`src/rtl/udp_payload_packer_if.sv`:
```
// Byte-stream in / payload-out bundle between a stream source, the packer and
// ethernet_udp_transmit. The packer takes the master view (it drives the payload,
// send and the stream backpressure); the environment takes the slave view.
interface udp_payload_packer_if #(
  parameter int unsigned DATA_BYTES = 16
);
  logic [7:0]              in_data;
  logic                    in_valid;
  logic                    in_ready;
  logic [8*DATA_BYTES-1:0] data;
  logic                    send;
  logic                    tx_ready;
  logic [15:0]             frame_count;

  modport master (
    input  in_data, in_valid, tx_ready,
    output in_ready, data, send, frame_count
  );

  modport slave (
    output in_data, in_valid, tx_ready,
    input  in_ready, data, send, frame_count
  );
endinterface

```
`src/rtl/udp_payload_packer.sv`:
```
// udp_payload_packer: packs a valid/ready byte stream into a DATA_BYTES-wide
// payload for ethernet_udp_transmit. A fill buffer collects bytes while the
// hold register (data) is on the wire; send is held until the transmitter
// drops ready, then the FSM waits for ready to return.
// Optional feature: define UDP_PAYLOAD_TIMEOUT_EN to flush a partial fill,
// padded with PAD_BYTE, after TIMEOUT_CYCLES idle cycles.
module udp_payload_packer #(
  parameter int unsigned DATA_BYTES     = 16,
  parameter int unsigned TIMEOUT_CYCLES = 1024,
  parameter logic [7:0]  PAD_BYTE       = 8'h00
) (
  input  logic                 clk,
  input  logic                 reset,
  udp_payload_packer_if.master bus
);

  localparam int unsigned PAY_W = 8 * DATA_BYTES;
  localparam int unsigned CNT_W = $clog2(DATA_BYTES + 1);
  localparam logic [CNT_W-1:0] CNT_FULL = CNT_W'(DATA_BYTES);

  typedef enum logic [1:0] {
    ST_IDLE = 2'd0,
    ST_SEND = 2'd1,
    ST_BUSY = 2'd2
  } state_t;

  state_t             state_q, state_d;
  logic [CNT_W-1:0]   count_q, count_d;
  logic [PAY_W-1:0]   fill_q,  fill_d;
  logic [PAY_W-1:0]   data_q,  data_d;
  logic               send_q,  send_d;
  logic [15:0]        frame_q, frame_d;
  logic               in_ready_c;
  logic               accept_c;

`ifdef UDP_PAYLOAD_TIMEOUT_EN
  localparam int unsigned TMO_W = $clog2(TIMEOUT_CYCLES + 1);
  logic [TMO_W-1:0]   idle_q, idle_d;
  logic               timeout_c;
`else
  // Timeout knobs have no effect in this build.
  logic               unused_cfg;
  assign unused_cfg = ^{PAD_BYTE, 32'(TIMEOUT_CYCLES)};
`endif

  // Ready is derived from the registered fill count only.
  assign in_ready_c = (count_q != CNT_FULL);
  assign accept_c   = bus.in_valid && in_ready_c;

  assign bus.in_ready    = in_ready_c;
  assign bus.data        = data_q;
  assign bus.send        = send_q;
  assign bus.frame_count = frame_q;

  // Fill-side update, optional timeout flush, and transfer FSM next state.
  always_comb begin
    state_d = state_q;
    count_d = count_q;
    fill_d  = fill_q;
    data_d  = data_q;
    send_d  = send_q;
    frame_d = frame_q;
`ifdef UDP_PAYLOAD_TIMEOUT_EN
    idle_d    = idle_q;
    timeout_c = (idle_q == TMO_W'(TIMEOUT_CYCLES));
`endif

    // Byte k of the datagram lands at fill[8*k +: 8].
    for (int unsigned i = 0; i < DATA_BYTES; i++) begin
      if (accept_c && (count_q == CNT_W'(i))) begin
        fill_d[8*i +: 8] = bus.in_data;
      end
    end
    if (accept_c) begin
      count_d = count_q + CNT_W'(1);
    end

`ifdef UDP_PAYLOAD_TIMEOUT_EN
    // Idle counter runs only on a partial fill with no byte arriving.
    if (accept_c || (count_q == '0) || (count_q == CNT_FULL) || timeout_c) begin
      idle_d = '0;
    end else begin
      idle_d = idle_q + TMO_W'(1);
    end
    // A byte in the timeout cycle is already placed; pad everything after it.
    if (timeout_c) begin
      for (int unsigned i = 0; i < DATA_BYTES; i++) begin
        if (CNT_W'(i) >= count_d) begin
          fill_d[8*i +: 8] = PAD_BYTE;
        end
      end
      count_d = CNT_FULL;
    end
`endif

    case (state_q)
      ST_IDLE: begin
        // Handoff: a full fill moves to the hold register once tx is ready.
        if ((count_q == CNT_FULL) && bus.tx_ready) begin
          data_d  = fill_q;
          count_d = '0;
          send_d  = 1'b1;
          frame_d = frame_q + 16'd1;
          state_d = ST_SEND;
        end
      end
      ST_SEND: begin
        // Hold send until the transmitter shows it has taken the request.
        if (!bus.tx_ready) begin
          send_d  = 1'b0;
          state_d = ST_BUSY;
        end
      end
      ST_BUSY: begin
        if (bus.tx_ready) begin
          state_d = ST_IDLE;
        end
      end
      default: begin
        send_d  = 1'b0;
        state_d = ST_IDLE;
      end
    endcase
  end

  // State and datapath registers.
  always_ff @(posedge clk or posedge reset) begin
    if (reset) begin
      state_q <= ST_IDLE;
      count_q <= '0;
      fill_q  <= '0;
      data_q  <= '0;
      send_q  <= 1'b0;
      frame_q <= '0;
    end else begin
      state_q <= state_d;
      count_q <= count_d;
      fill_q  <= fill_d;
      data_q  <= data_d;
      send_q  <= send_d;
      frame_q <= frame_d;
    end
  end

`ifdef UDP_PAYLOAD_TIMEOUT_EN
  // Idle-cycle counter for the partial-fill flush.
  always_ff @(posedge clk or posedge reset) begin
    if (reset) begin
      idle_q <= '0;
    end else begin
      idle_q <= idle_d;
    end
  end
`endif

endmodule

```
`src/flat_wrapper.sv`:
```
// flat-port wrapper written by rule: the top's interface ports become plain ports
module udp_payload_packer_flat 
#(
  parameter int unsigned DATA_BYTES     = 16,
  parameter int unsigned TIMEOUT_CYCLES = 1024,
  parameter logic [7:0]  PAD_BYTE       = 8'h00
)
  (clk, reset, bus_in_data, bus_in_valid, bus_tx_ready, bus_in_ready, bus_data, bus_send, bus_frame_count);
  udp_payload_packer_if #(.DATA_BYTES(DATA_BYTES)) bus_i ();
  input  logic clk;
  input  logic reset;
  input wire logic [$bits(bus_i.in_data)-1:0] bus_in_data;
  input wire logic [$bits(bus_i.in_valid)-1:0] bus_in_valid;
  input wire logic [$bits(bus_i.tx_ready)-1:0] bus_tx_ready;
  output wire logic [$bits(bus_i.in_ready)-1:0] bus_in_ready;
  output wire logic [$bits(bus_i.data)-1:0] bus_data;
  output wire logic [$bits(bus_i.send)-1:0] bus_send;
  output wire logic [$bits(bus_i.frame_count)-1:0] bus_frame_count;
  assign bus_i.in_data = bus_in_data;
  assign bus_i.in_valid = bus_in_valid;
  assign bus_i.tx_ready = bus_tx_ready;
  assign bus_in_ready = bus_i.in_ready;
  assign bus_data = bus_i.data;
  assign bus_send = bus_i.send;
  assign bus_frame_count = bus_i.frame_count;
  udp_payload_packer #(.DATA_BYTES(DATA_BYTES), .TIMEOUT_CYCLES(TIMEOUT_CYCLES), .PAD_BYTE(PAD_BYTE)) u_core (.clk(clk), .reset(reset), .bus(bus_i));
endmodule
```
`config.mk`:
```
export PLATFORM = sky130hd
export DESIGN_NAME = udp_payload_packer_flat
export DESIGN_NICKNAME = d
export VERILOG_FILES = /design/src/rtl/udp_payload_packer_if.sv /design/src/rtl/udp_payload_packer.sv /design/src/flat_wrapper.sv
export SDC_FILE = /design/constraint.sdc
export NUM_CORES = 1
export LEC_CHECK = 0
export ABC_AREA = 1
export CAP_MARGIN = 20
export CORE_MARGIN = 1
export CORE_UTILIZATION = 30
export CTS_BUF_LIST = sky130_fd_sc_hd__clkbuf_4 sky130_fd_sc_hd__clkbuf_8
export DETAILED_ROUTE_END_ITERATION = 12
export HOLD_SLACK_MARGIN = 0.06
export PLACE_DENSITY = 0.57
export SLEW_MARGIN = 20
export SYNTH_ARGS = -nofsm -noshare
export SYNTH_HDL_FRONTEND = slang
export SYNTH_SLANG_ARGS = --single-unit
```
`constraint.sdc`:
```
create_clock -name clk -period 13.28 [get_ports clk]
set_clock_uncertainty 0.2 [all_clocks]
set_input_delay 2.656 -clock clk [delete_from_list [all_inputs] [get_ports clk]]
set_output_delay 2.656 -clock clk [all_outputs]
set_load 0.01 [all_outputs]
```
Word-level counts from Yosys, hierarchy flattened
Index checks and enable logic that the tools add are counted.
{ "classes": {"add_sub_neg": 2, "mul": 0, "n_div": 0, "n_lt_le_gt_ge": 0, "eq_ne": 22, "shifts": 0, "mux": 10, "bitwise_logic": 1, "reduce_logical": 23} }
{ "op_table": {"columns": ["operator", "count"], "rows": [
  ["== test 5 x 4 -> 1 bit (second input constant)", 8],
  ["== test 5 x 3 -> 1 bit (second input constant)", 4],
  ["logical AND 1 bit", 18],
  ["adder 16 x 1 -> 16 bit (second input constant)", 1],
  ["2-to-1 mux 5 bit", 3],
  ["== test 5 x 2 -> 1 bit (second input constant)", 2],
  ["2-to-1 mux 2 bit", 3],
  ["one-hot mux 2 bit (3 select lines)", 1],
  ["AND reduction 3 bit", 2],
  ["adder 5 x 1 -> 5 bit (second input constant)", 1],
  ["== test 5 x 1 -> 1 bit (second input constant)", 1],
  ["== test 5 bit (second input constant)", 1],
  ["zero test 5 bit", 1],
  ["!= test 5 bit (second input constant)", 1],
  ["!= test 2 bit (second input constant)", 2],
  ["one-hot mux 1 bit (3 select lines)", 1],
  ["== test 2 x 1 -> 1 bit (second input constant)", 1],
  ["== test 2 bit (second input constant)", 1],
  ["zero test 2 bit", 1],
  ["2-to-1 mux 1 bit", 2],
  ["!= test 2 x 1 -> 1 bit (second input constant)", 1],
  ["AND reduction 2 bit", 1],
  ["NOT 1 bit", 1]
]} }
{ "word_totals": {"register_bits": 280, "latch_bits": 0, "mem_bits_rw": 0, "rom_bits": 0, "in_bits": 12, "out_inout_bits": 146, "wordCells": 79, "mem_count": 0} }

Depth between registers and ports, before layout
Gate-level depths: netlist (run 1).
{ "depth": {"depth_word": 5, "ltp_mapped": 10} }

Least setup slack after synthesis (run 1)
OpenSTA, ideal clock, no wires.
{ "synth_path": {"path_kind": "input to register", "startpoint": "input port bus_tx_ready", "endpoint": "register u_core.data_q[24] (netlist: u_core.bus.data[24])", "arrival_ns": 3.497, "setup_slack_ns": 9.465, "path_stages": 7, "path_cell_list": "inv_1 > nor2_1 > nand2_8 > buf_6 > buf_6 > nand2_2 > o21ai_2"} }
{ "synth_between": {"elab_chain_cells": 2} }
{ "synth_rtl": {"columns": ["item", "line", "text"], "rows": [
  ["start: declaration", "flat_wrapper.sv:14", "input wire logic [$bits(bus_i.tx_ready)-1:0] bus_tx_ready;"],
  ["logical AND 1 bit", "udp_payload_packer.sv:99", "if ((count_q == CNT_FULL) && bus.tx_ready) begin"],
  ["AND reduction 2 bit (no source line)", null, null],
  ["end signal: assignment", "udp_payload_packer.sv:139", "data_q <= data_d;"],
  ["end: declaration", "udp_payload_packer.sv:30", "logic [PAY_W-1:0] data_q, data_d;"]
]} }
Every way passes these cells.
A chain may end at the register's enable or synchronous reset.

Worst setup path after layout (run 1)
{ "layout_path": {"startpoint": "register u_core.count_q[0]", "endpoint": "output port bus_in_ready"} }
{ "layout_between": {"elab_chain_cells": 1} }
{ "layout_rtl": {"columns": ["item", "line", "text"], "rows": [
  ["start: declaration", "udp_payload_packer.sv:28", "logic [CNT_W-1:0] count_q, count_d;"],
  ["start signal: assignment", "udp_payload_packer.sv:137", "count_q <= count_d;"],
  ["!= test 5 bit", "udp_payload_packer.sv:47", "assign in_ready_c = (count_q != CNT_FULL);"],
  ["end: declaration", "flat_wrapper.sv:15", "output wire logic [$bits(bus_i.in_ready)-1:0] bus_in_ready;"]
]} }
Every way passes these cells.

==> impl_results.md, run 1 <==
- Post-synth EDFFs: 0
- Met3 usage: 0.0356
- Normalized max-slew margin: 0.225
- Number of global-route vias before repair: about 7700
- Nets: 1328
- Routed Antenna Nets: 0
- Top Usage Layer GRT: met1
- Area delta synth->final: 24.6%
- Arrival time worst endpoint: between 2 and 2.5 ns
- CTS sink count: 280
- Wire length per cell: approximately 15 um
- Comb pwr share: 0.331
- Register Area: between 0.007 and 0.008 mm2
- Sequential-to-total area share from yosys stat: 0.598
- Initial Util: 0.304
- Most common flop cell mapped by yosys: dfrtp_1
- Core Area: 0.0386 mm2
- Final worst-path cycle share: 0.376
- Drt total wl: about 28000 um
- Pins Over Slew Limit: 0
- Switching power share of the total: 0.333
- Lkg Pwr: slightly below 0.007 uW
- # hold bufs at CTS: 0
- Area leader, netlist: dfrtp_1
- First-pass GRT wire length: between 40000 and 50000 um
- RD Place Congestion: 0.787
- Cell Pwr Density: about 230 mW/mm2
- Largest net degree at the start of global routing: 172
- Fill count: 3875
- Non-Filler Instances: around 1900
- Ranking of synthesized cells by area: dfrtp_1, nand2_1, o21ai_2
- Mapped Area: 0.0117 mm2
- CP Capture Type: output port
- Status: finished clean
- Vias: between 7000 and 8000
- Crit Path Max Fanout: 4
- Syn avg cell area: 10.1 um2
- Setup Viol. Count Final: 0
- Drt drc: 0
- Initial antenna violation count: 0
- IO buf count: between 150 and 200
- Synth Register Bits: 280
- Met1 usage: 0.209
- Num CTS Buffers: 50
- Worst Hold Slack: about 0.28 ns
- Most frequent cells in the layout: dfrtp_1, nand2_1, clkdlybuf4s50_1
- FFs w/ async S/R, synth: 1.00
- Total negative setup slack: 0 ns
- Yosys cell types: 28
- Clock transition at the registers of the reported paths: around 0.06 ns
- Clk Latency, worst-skew pair: between 0.5 and 0.6 ns
- Psw: approximately 1100 uW
- Synthesized Nets: roughly 1200
- Commonest non-fill, non-tap cell in the layout: dfrtp_1
- Ant. Diodes: 0
- Final min period: 5.00 ns
- Unrepaired setup endpoints after global routing: false
- Hold Vio Cnt, Final: 0
- Internal power: approximately 2300 uW
- DR pass1 iterations: 5
- Max IR drop VDD: approximately 0.11 mV
- Max Freq: approximately 0.2 GHz
- Die area: ~0.04 mm2
- CTS tree: built
- Clk pwr share: 0.250
- Actual slew at the worst max-slew pin: 1.16 ns
- Remaining global-route overflow: 0
- Worst min path class: flop to flop
- Vias per Instance: between 4 and 5
- Worst EP required: 10.42 ns
- Met2 usage: 0.206
- Num rows: 72
- Initial DRC Count: around 440
- DP Area: between 0.01 and 0.015 mm2
- Clock root buffer: clkbuf_8
- Die height: between 150 and 200 um
- Final instance area: approximately 0.015 mm2
- Placed instance count: ~1800
- Post-synth top area share: 0.598
- HPWL Detailed: 16700 um
- I/O pins: between 150 and 200
- Startpoint types: flop
- Share of cells above drive strength 1: 0.217
- Post-Syn Instances: between 1000 and 1500
- Synth warnings: 0
- Crit Path Class: flop to output port
- Total track usage: 0.143
- PostCTS Resize Cnt: 0
- Post-CTS setup buffer count: 0
- H-tree levels: 2
- Max Root-Sink Buffers: 3
- Number of max-cap violations: 0
- Multi-input logic area: about 0.0036 mm2
- Seq pwr share: 0.419
- Die extent in x: 200 um
==> cell usage after synthesis, types with 5 or more instances <==
cell and n:
a21oi_1 11, buf_1 6, buf_2 13, buf_6 29, clkbuf_1 11, dfrtp_1 280
ha_1 6, inv_1 151, nand2_1 231, nand2_2 73, nand3_1 9, nor2_1 28
nor2_2 5, nor2_4 15, o21ai_0 123, o21ai_1 43, o21ai_2 90, xor2_1 8
==> per-layer routing <==
layer  vias up  wire length [um]  share of wire
met5         -                 0              0
met4         0               632          0.023
li1       3916                 -              -
met1      3744             13600           0.49
met3        54              1790          0.064
met2       186             11700           0.42
==> path summary, 6_finish.rpt <==
path	start	end	slack [ns]	cells after the start
max	u_core.count_q[0]	bus_in_ready	8.28	4
min	u_core.bus.data[76]	u_core.bus.data[76]	0.28	2
max reg2reg	u_core.count_q[0]	u_core.count_q[1]	10.10	8
min reg2reg	u_core.bus.data[76]	u_core.bus.data[76]	0.28	2
max in group asynchronous	reset	u_core.bus.data[102]	8.80	3
min in group asynchronous	reset	u_core.bus.data[62]	2.49	2
==> cell type report <==
class	count	share of cell area
Timing Repair Buffer	166	0.113
Clock inverter	8	0.00694
Clock buffer	78	0.0658
Sequential cell	280	0.480
Inverter	156	0.0408
Multi-Input combinational cell	656	0.249
Tap cell	518	0.0444
==> logic make-up after synthesis <==
kind of cell / count (synthesis) / share of synthesized area
simple gates: 372 / 0.153
buf+inv: 219 / 0.0916
compound gates: 268 / 0.144
fa+ha+maj: 6 / 0.00641
flops: 280 / 0.598
xor+xnor: 10 / 0.00748
==> sequential cells by signal, indices dropped and copies added, names as in the netlist <==
| name | flops |
|---|---|
| u_core.bus.data | 128 |
| u_core.fill_q | 128 |
| u_core.bus.frame_count | 16 |
| u_core.count_q | 5 |
| u_core.state_q | 2 |
| u_core.bus.send | 1 |
==> power groups by stage <==
stage	clock (uW)	combinational (uW)	sequential (uW)
2_1_floorplan	0	575	1480
3_3_place_gp	0	1120	1440
3_5_place_dp	0	1140	1440
4_1_cts	884	1150	1430
5_1_grt	919	1260	1470
6_report	852	1130	1430
==> worst max-delay path, stage by stage, from the launching register on <==
cell,delay [ns]
dfrtp_1,0.41
inv_1,0.10
ha_1,0.28
nand3_1,0.17
clkdlybuf4s50_1,0.60
==> per-stage QoR <==
step	worst slack, ns	power [uW]	utilization
finish	8.28	3410	0.379
global route	8.15	3650	0.379
CTS	8.21	3460	0.379
detailed placement	7.72	2580	0.351
global placement	7.79	2550	0.351
floorplan	2.70	2050	-
No activity file was read; power rests on OpenSTA's default activity.
==> run 2: changes to the inputs <==
==> constraint.sdc (replaced) <==
create_clock -name clk -period 5.1 [get_ports clk]
set_clock_uncertainty 0.2 [all_clocks]
set_input_delay 1.02 -clock clk [delete_from_list [all_inputs] [get_ports clk]]
set_output_delay 1.02 -clock clk [all_outputs]
set_load 0.01 [all_outputs]
==> impl_results.md, run 2 (synthesized netlist as in run 1, its figures left out) <==
- Wire length per cell: 15.0 um (+0.63%)
- Crit Path Class: flop to output port
- I/O pins: 158 (unchanged)
- Number of global-route vias before repair: 7816 (+1.8%)
- RD Place Congestion: 0.769 (-2.3%)
- Non-Filler Instances: 1866 (+0.21%)
- First-pass GRT wire length: 44400 um (+1.1%)
- Fill count: 3887 (+0.31%)
- Most frequent cells in the layout: dfrtp_1, nand2_1, clkdlybuf4s50_1
- Drt total wl: 28000 um (+0.85%)
- Multi-input logic area: 0.00364 mm2 (unchanged)
- Normalized max-slew margin: 0.401 (+0.176)
- Die area: 0.0398 mm2 (unchanged)
- Clock root buffer: clkbuf_8
- Share of cells above drive strength 1: 0.220 (+0.00307)
- Setup Viol. Count Final: 0 (unchanged)
- IO buf count: 157 (unchanged)
- Startpoint types: flop
- Die extent in x: 200 um (unchanged)
- Die height: 200 um (unchanged)
- Remaining global-route overflow: 0 (unchanged)
- Largest net degree at the start of global routing: 133 (-23%)
- Status: finished clean
- Initial Util: 0.304 (unchanged)
- Num rows: 72 (unchanged)
- Max IR drop VDD: 0.233 mV (+120%)
- Num CTS Buffers: 49 (-2.0%)
- Clock transition at the registers of the reported paths: 0.06 ns (about the same)
- Number of max-cap violations: 0 (unchanged)
- Register Area: 0.00701 mm2 (unchanged)
- Commonest non-fill, non-tap cell in the layout: dfrtp_1
- PostCTS Resize Cnt: 0 (unchanged)
- Final worst-path cycle share: 0.655
- Clk Latency, worst-skew pair: 0.58 ns (about the same)
- Cell Pwr Density: 607 mW/mm2 (+160%)
- Core Area: 0.0386 mm2 (unchanged)
- Reg-to-reg setup timing slack: 2.15 ns (-7.95 ns)
- CTS sink count: 280 (unchanged)
- Routed Antenna Nets: 0 (unchanged)
- CTS tree: built
- H-tree levels: 2 (unchanged)
- Initial antenna violation count: 0 (unchanged)
- Unrepaired setup endpoints after global routing: false
- Total track usage: 0.145 (+0.00167)
- Worst EP required: 3.88 ns (-6.54 ns)
- Lkg Pwr: 0.00681 uW (+0.47%)
- Post-CTS setup buffer count: 0 (unchanged)
- Final instance area: 0.0146 mm2 (+0.30%)
- CP Capture Type: output port
- Placed instance count: 1779 (+0.17%)
- Worst min path class: flop to flop
- Area delta synth->final: 24.9%
- Pins Over Slew Limit: 0 (unchanged)
- Vias per Instance: 4.25 (about the same)
- Drt drc: 0 (unchanged)
- Initial DRC Count: 410 (-6.0%)
- Final min period: about 3.3 ns
- Crit Path Max Fanout: 5 (+1)
- Arrival time worst endpoint: 2.12 ns (-0.02 ns)
- # hold bufs at CTS: 0 (unchanged)
- Ant. Diodes: 0 (unchanged)
- HPWL Detailed: 17000 um (+2.0%)
- Max Root-Sink Buffers: 3 (unchanged)
- Actual slew at the worst max-slew pin: 0.899 ns (-0.264 ns)
- Design Power: 8880 uW (+160%)
- DR pass1 iterations: 4 (-1)
- Max Freq: around 0.30 GHz
- Vias: 7923 (+0.29%)
- DP Area: 0.0136 mm2 (+0.32%)
- Total negative setup slack: 0 ns (unchanged)
- Nets: 1330 (+0.15%)
- Hold Vio Cnt, Final: 0 (unchanged)
-- run 2: layout make-up --
class | count | share of cell area
Sequential cell | 280 | 0.479
Multi-Input combinational cell | 656 | 0.248
Timing Repair Buffer | 169 | 0.115
Clock buffer | 79 | 0.0666
Tap cell | 518 | 0.0443
Inverter | 156 | 0.0404
Clock inverter | 8 | 0.00632
-- run 2: routing by layer --
layer	routed length (um)	global-route usage	up-vias
met5	0	0	-
met4	512	0.0421	0
met3	2160	0.0454	43
met2	11800	0.211	188
met1	13500	0.206	3767
li1	-	-	3925
-- run 2: worst max-delay path, cell delays in order, from the launching register on --
cell and delay (ns):
dfrtp_1 0.43, inv_1 0.11, ha_1 0.26, nand3_1 0.16, clkdlybuf4s50_1 0.59
-- run 2: final timing paths --
kind,start,end,depth (start not counted)
max,u_core.count_q[1],bus_in_ready,4
min,u_core.bus.data[126],u_core.bus.data[126],2
max reg2reg,u_core.count_q[1],u_core.count_q[1],8
min reg2reg,u_core.bus.data[126],u_core.bus.data[126],2
max in group asynchronous,reset,u_core.bus.frame_count[3],3
min in group asynchronous,reset,u_core.bus.data[57],2
-- run 2: per-stage QoR --
stage | utilization | hold WS [ns] | setup WS, ns
2_1_floorplan | - | 0.252 | 0.173
3_3_place_gp | 0.352 | 0.266 | 1.48
5_1_grt | 0.380 | 0.304 | 1.61
3_5_place_dp | 0.352 | 0.271 | 1.48
6_report | 0.380 | 0.283 | 1.76
4_1_cts | 0.380 | 0.285 | 1.69
-- run 2: report_power, final --
group,total (uW),internal (uW),leakage (uW),switching (uW)
logic,2950,1450,0.00299,1510
registers,3700,3180,0.00325,524
clock network,2220,1300,0.000569,918
